`config.mk`:
```
export PLATFORM = sky130hd
export DESIGN_NAME = mprj_pad_cfg_sequencer
export DESIGN_NICKNAME = d
export VERILOG_FILES = /design/src/rtl/mprj_pad_cfg_sequencer.sv
export SDC_FILE = /design/constraint.sdc
export NUM_CORES = 2
export LEC_CHECK = 0
export CAP_MARGIN = 20
export CORE_UTILIZATION = 30
export CTS_CLUSTER_DIAMETER = 60
export DETAILED_ROUTE_END_ITERATION = 6
export SLEW_MARGIN = 20
export SYNTH_ARGS = -nofsm -noshare
export SYNTH_HDL_FRONTEND = slang
export SYNTH_SLANG_ARGS = --single-unit
```
`constraint.sdc`:
```
create_clock -name clock -period 5.2 [get_ports clock]
set_clock_uncertainty 0.2 [all_clocks]
set_input_delay 0.78 -clock clock [delete_from_list [all_inputs] [get_ports clock]]
set_output_delay 0.78 -clock clock [all_outputs]
set_load 0.02 [all_outputs]
```
`src/rtl/mprj_pad_cfg_sequencer.sv`:
```
// Shadow configuration store for the mprj pad ring plus a serial loader that streams every
// pad word down the control chain (last pad first, MSB first) and then strobes load.
module mprj_pad_cfg_sequencer #(
   parameter int                  NUM_PADS  = 38,
   parameter int                  CFG_BITS  = 13,
   parameter int                  CLK_DIV   = 2,
   parameter logic [CFG_BITS-1:0] CFG_RESET = 13'h0403,
   localparam int                 AW        = (NUM_PADS > 1) ? $clog2(NUM_PADS) : 1
) (
   input  logic                clock,
   input  logic                reset,
   input  logic                cfg_wr_en,
   input  logic [AW-1:0]       cfg_wr_addr,
   input  logic [CFG_BITS-1:0] cfg_wr_data,
   output logic                cfg_wr_err,
   input  logic [AW-1:0]       cfg_rd_addr,
   output logic [CFG_BITS-1:0] cfg_rd_data,
   input  logic                start,
   output logic                busy,
   output logic                done,
   output logic                serial_clock,
   output logic                serial_data,
   output logic                serial_load
);

   localparam int TOTAL = NUM_PADS * CFG_BITS;
   localparam int BCW   = $clog2(TOTAL + 1);
   localparam int PCW   = $clog2(2 * CLK_DIV);

   localparam logic [PCW-1:0] PH_LAST  = PCW'(2 * CLK_DIV - 1);
   localparam logic [PCW-1:0] PH_HIGH  = PCW'(CLK_DIV);
   localparam logic [PCW-1:0] LD_LAST  = PCW'(CLK_DIV - 1);
   localparam logic [BCW-1:0] BIT_LAST = BCW'(TOTAL - 1);
   localparam logic [BCW-1:0] BIT_END  = BCW'(TOTAL);

   typedef enum logic [1:0] {S_IDLE, S_SHIFT, S_LOAD, S_DONE} state_t;

   state_t              state_q, state_d;
   logic [BCW-1:0]      bit_cnt_q, bit_cnt_d;
   logic [PCW-1:0]      ph_cnt_q, ph_cnt_d;
   logic [TOTAL-1:0]    snap_q, snap_d;
   logic [CFG_BITS-1:0] shadow_q [NUM_PADS];
   logic [CFG_BITS-1:0] shadow_d [NUM_PADS];
   logic                done_q, done_d;
   logic                wr_err_q, wr_err_d;

   logic                wr_addr_ok;
   logic                rd_addr_ok;
   logic                wr_ok;
   logic [TOTAL-1:0]    shadow_flat;

   assign wr_addr_ok = (32'(cfg_wr_addr) < NUM_PADS);
   assign rd_addr_ok = (32'(cfg_rd_addr) < NUM_PADS);
   assign wr_ok      = cfg_wr_en && (state_q == S_IDLE) && wr_addr_ok;

   // Pad NUM_PADS-1 lands in the top bits so the stream can always shift out of the MSB.
   always_comb begin
      shadow_flat = '0;
      for (int p = 0; p < NUM_PADS; p++) begin
         shadow_flat[p*CFG_BITS +: CFG_BITS] = shadow_q[p];
      end
   end

   always_comb begin
      for (int p = 0; p < NUM_PADS; p++) begin
         shadow_d[p] = shadow_q[p];
      end
      if (wr_ok) begin
         shadow_d[cfg_wr_addr] = cfg_wr_data;
      end
      wr_err_d = cfg_wr_en && !wr_ok;
      done_d   = (state_q == S_DONE);
   end

   always_ff @(posedge clock) begin
      if (reset) begin
         state_q   <= S_IDLE;
         bit_cnt_q <= '0;
         ph_cnt_q  <= '0;
         snap_q    <= '0;
         done_q    <= 1'b0;
         wr_err_q  <= 1'b0;
         for (int p = 0; p < NUM_PADS; p++) begin
            shadow_q[p] <= CFG_RESET;
         end
      end else begin
         state_q   <= state_d;
         bit_cnt_q <= bit_cnt_d;
         ph_cnt_q  <= ph_cnt_d;
         snap_q    <= snap_d;
         done_q    <= done_d;
         wr_err_q  <= wr_err_d;
         for (int p = 0; p < NUM_PADS; p++) begin
            shadow_q[p] <= shadow_d[p];
         end
      end
   end

   // The snapshot reads shadow_q, so a write committing on the accept edge is not in the stream.
   always_comb begin
      state_d   = state_q;
      bit_cnt_d = bit_cnt_q;
      ph_cnt_d  = ph_cnt_q;
      snap_d    = snap_q;
      case (state_q)
         S_IDLE: begin
            if (start) begin
               state_d   = S_SHIFT;
               bit_cnt_d = '0;
               ph_cnt_d  = '0;
               snap_d    = shadow_flat;
            end
         end
         S_SHIFT: begin
            if (ph_cnt_q == PH_LAST) begin
               ph_cnt_d = '0;
               snap_d   = snap_q << 1;
               if (bit_cnt_q == BIT_LAST) begin
                  state_d   = S_LOAD;
                  bit_cnt_d = BIT_END;
               end else begin
                  bit_cnt_d = bit_cnt_q + 1'b1;
               end
            end else begin
               ph_cnt_d = ph_cnt_q + 1'b1;
            end
         end
         S_LOAD: begin
            if (ph_cnt_q == LD_LAST) begin
               state_d  = S_DONE;
               ph_cnt_d = '0;
            end else begin
               ph_cnt_d = ph_cnt_q + 1'b1;
            end
         end
         S_DONE: begin
            state_d = S_IDLE;
         end
         default: begin
            state_d = S_IDLE;
         end
      endcase
   end

   always_comb begin
      busy         = (state_q != S_IDLE);
      serial_clock = (state_q == S_SHIFT) && (ph_cnt_q >= PH_HIGH);
      serial_data  = (state_q == S_SHIFT) && snap_q[TOTAL-1];
      serial_load  = (state_q == S_LOAD);
      done         = done_q;
      cfg_wr_err   = wr_err_q;
      cfg_rd_data  = rd_addr_ok ? shadow_q[cfg_rd_addr] : '0;
   end

endmodule

```
==> impl_metrics.prom <==
# TYPE chip_impl_metric gauge
chip_impl_metric{name="die-area",unit="µm²"} 150000
chip_impl_metric{name="synth.ff_latch_count",unit=""} 1003
chip_impl_metric{name="syn_avg_cell_area",unit="µm²"} 8.96
chip_impl_metric{name="routedWlPerCell",unit="µm"} 21.4
chip_impl_metric{name="detail_route.iter0.violations",unit=""} 3833
chip_impl_metric{name="final_nets",unit=""} 4786
chip_impl_metric{name="timing.slew.headroom",unit="%"} 30.1
chip_impl_metric{name="wire_length_of_the_first_global_routing_pass",unit="µm"} 218000
chip_impl_metric{name="core_area",unit="µm²"} 146000
chip_impl_metric{name="gp_congestion",unit=""} 0.917
chip_impl_metric{name="drtAntennaViolNets",unit=""} 0
chip_impl_info{name="synth-main-ff-cell",value="dfxtp_1"} 1
chip_impl_metric{name="synth_enable_flop_cells",unit=""} 0
chip_impl_metric{name="synthesis.area",unit="µm²"} 44500
chip_impl_metric{name="synth_nets",unit=""} 5003
chip_impl_metric{name="antenna_found_initial",unit=""} 3
chip_impl_metric{name="numPortBuffers",unit=""} 47
chip_impl_metric{name="worst-slew-pin-transition",unit="ns"} 1.05
chip_impl_metric{name="grt.total_usage",unit="%"} 18.5
chip_impl_metric{name="p_leak",unit="nW"} 17.0
chip_impl_metric{name="timing.hold.ws",unit="ns"} 0.267
chip_impl_info{name="layout_common_cells",value="1003 x dfxtp_1, 613 x nor2_1, 604 x mux2i_1"} 1
chip_impl_info{name="synth.largest_area_cell",value="dfxtp_1"} 1
chip_impl_metric{name="maxCapViolations",unit=""} 0
chip_impl_metric{name="timing.critical_path.slowest_cell_delay",unit="ns"} 0.69
chip_impl_metric{name="gate_count_post_synth",unit=""} 4962
chip_impl_metric{name="synth_sequential_area_ratio",unit="%"} 45.2
chip_impl_metric{name="insertion_delay",unit="ns"} 0.70
chip_impl_metric{name="power_per_cell_area",unit="nW/µm²"} 504
chip_impl_metric{name="hold_viol_final",unit=""} 0
chip_impl_info{name="timing.critical_path.max_delay_family",value="buffers and inverters"} 1
chip_impl_info{name="post_synth_main_area_contributors",value="dfxtp_1 45%, mux2i_1 14%, a211oi_1 8.4%, nor2_1 5.2%, nand2_1 4.5%"} 1
chip_impl_metric{name="aggregate_global_routing_overflow",unit=""} 0
chip_impl_info{name="cts_tree",value="built"} 1
chip_impl_metric{name="area_grow_syn2layout",unit="%"} 13.3
chip_impl_metric{name="routed_via_density",unit=""} 5.47
chip_impl_info{name="worst_hold_path_type",value="register to register"} 1
chip_impl_info{name="ctsRootBufferMaster",value="clkbuf_16"} 1
chip_impl_info{name="cpMostUsedCell",value="buf_4"} 1
chip_impl_info{name="crit_chain",value="clkdlybuf4s50_1 -> buf_4 -> nor2b_2 -> and2_1 -> a22oi_1 -> nand4b_1 -> a2bb2oi_1 -> buf_4"} 1
chip_impl_metric{name="cp.arrival",unit="ns"} 3.81
chip_impl_metric{name="grt_max_degree",unit=""} 173
chip_impl_metric{name="cp_max_fo",unit=""} 17
chip_impl_metric{name="fin_crit_sh",unit="%"} 92.2
chip_impl_metric{name="synth.yosys.warnings",unit=""} 0
chip_impl_metric{name="grt_use_met3",unit="%"} 3.61
chip_impl_metric{name="dieHeight",unit="µm"} 387
chip_impl_info{name="grt_setup_unrepaired",value="no"} 1
chip_impl_metric{name="asyncSetResetFlopFracSynth",unit="%"} 0
chip_impl_info{name="critical_path_class",value="primary input to output pin"} 1
chip_impl_metric{name="cts_post_setup_buffers_inserted",unit=""} 0
chip_impl_metric{name="power.total",unit="mW"} 25.4
chip_impl_metric{name="grt_use_met1",unit="%"} 26.2
chip_impl_metric{name="finalSetupTns",unit="ns"} 0
chip_impl_info{name="timing.critical_path.slowest_stage_cell",value="clkdlybuf4s50_1"} 1
chip_impl_metric{name="routed-via-count",unit=""} 37000
chip_impl_info{name="start_kind",value="primary input"} 1
chip_impl_metric{name="design.portCount",unit=""} 48
chip_impl_metric{name="top_area_cell_type_share_of_the_netlist_area",unit="%"} 45.2
chip_impl_metric{name="worst_slack",unit="ns"} 0.406
chip_impl_metric{name="ir_drop_worst_vdd",unit="mV"} 0.509
chip_impl_metric{name="fmax",unit="MHz"} 209
chip_impl_metric{name="fraction_of_final_layout_cells_sized_beyond_drive_strength_1",unit="%"} 9.14
chip_impl_info{name="grt-busiest-layer",value="met2"} 1
chip_impl_metric{name="post_cts_resize_count",unit=""} 0
chip_impl_metric{name="setup_violations",unit=""} 0
chip_impl_info{name="outcome",value="finished, final reports clean"} 1
chip_impl_metric{name="drt_drc_violations_left",unit=""} 0
chip_impl_metric{name="max_slew_vio_count",unit=""} 0
chip_impl_metric{name="routed_wirelength",unit="µm"} 145000
chip_impl_metric{name="row_count",unit=""} 140
chip_impl_metric{name="cts_sink_cnt",unit=""} 1003
chip_impl_metric{name="cts-hold-fix-buffers",unit=""} 0
chip_impl_metric{name="drt_pre_antenna_iters",unit=""} 6
chip_impl_metric{name="dp_slack",unit="ns"} 0.231
chip_impl_metric{name="required",unit="ns"} 4.22
chip_impl_metric{name="dp_hpwl",unit="µm"} 89000
chip_impl_metric{name="worst_case_clock_buffer_depth",unit=""} 3
chip_impl_metric{name="number_of_global_route_vias_before_repair",unit=""} 33900
chip_impl_metric{name="fp.dieW",unit="µm"} 387
chip_impl_metric{name="cts_htree_levels",unit=""} 3
chip_impl_metric{name="yosysUniqueCellTypes",unit=""} 53
chip_impl_metric{name="path_buf_inv",unit=""} 3
chip_impl_metric{name="initial_core_util",unit="%"} 30.4
chip_impl_info{name="worstSetupEndpointType",value="output pin"} 1
chip_impl_metric{name="cts_inserted_buffers",unit=""} 112
chip_impl_metric{name="grtUsageMet2",unit="%"} 27.9
chip_impl_metric{name="cts.reportedPaths.clkPinSlew",unit="ns"} 0.06
chip_impl_metric{name="period_needed",unit="ns"} 4.79
chip_impl_info{name="most_common_cell_after_layout_fill_and_taps_aside",value="dfxtp_1"} 1
==> registers in the layout, summed over array words and instances, names as in the netlist <==
signal and cells:
done 1, bit_cnt_q 9, state_q 2, ph_cnt_q 2
cfg_wr_err 1, snap_q 494, shadow_q 494
==> Yosys cell counts (12+ instances only) <==
cell type and count:
a211o_1 59, a211oi_1 495, a21oi_1 387, a22oi_1 56
a31oi_1 12, buf_1 12, buf_2 47, clkbuf_1 439
dfxtp_1 1003, ha_1 12, mux2i_1 604, mux4_2 78
nand2_1 532, nand3_1 157, nand3b_1 65, nor2_1 616
o21ai_0 262
==> worst register-to-register path, stage by stage (launching register included) <==
cell and delay, ns:
dfxtp_1 0.36, inv_1 0.15, ha_4 0.62, buf_4 0.70, buf_4 0.93, mux2i_1 0.26
a211oi_1 0.29
==> metrics by stage <==
step	cells	util (%)	area [µm²]
floorplan	4962	-	44500
global placement	6548	31.8	46600
detailed placement	6548	31.9	46600
CTS	6755	34.4	50400
global route	6755	34.4	50400
finish	6757	34.4	50400
==> power by group <==
group	switching, mW	internal (mW)	leakage (nW)
registers	0.691	8.99	8.19
logic	4.77	2.92	7.01
clock network	3.36	4.64	1.84
==> worst paths after layout <==
| kind | startpoint | to | slack (ns) | depth (start not counted) |
|---|---|---|---|---|
| worst min register to register | shadow_q[26][8]$_SDFFE_PP0P_ | shadow_q[26][8]$_SDFFE_PP0P_ | 0.27 | 2 |
| worst max register to register | state_q[1]$_SDFFE_PP0P_ | snap_q[392]$_SDFFE_PP0P_ | 1.58 | 6 |
| worst max-delay path | cfg_rd_addr[3] | cfg_rd_data[5] | 0.41 | 8 |
| worst min-delay path | shadow_q[26][8]$_SDFFE_PP0P_ | shadow_q[26][8]$_SDFFE_PP0P_ | 0.27 | 2 |
==> final cells by class <==
cell class	instances	area [µm²]
inverter	13	48.8
multi-input combinational	3435	22400
fill	14800	96100
tap	1917	2400
clock buffer	160	3180
antenna	2	5.00
clock inverter	47	542
sequential	1003	20100
timing repair buffer	180	1770
==> routing by layer <==
layer / vias to the layer above / part of all wire (%)
met1: 18000 / 45
met3: 234 / 7.8
met5: - / 0.0090
met2: 1369 / 43
li1: 17400 / -
met4: 2 / 3.3
==> cells by family after synthesis <==
logic type / Yosys count / synth area share [%]
fa+ha+maj: 12 / 0.338
compound gates: 1304 / 18.6
buf+inv: 524 / 4.67
simple gates: 1433 / 13.6
mux: 686 / 17.6
flops: 1003 / 45.2
Power figures use the tool's default switching activity.
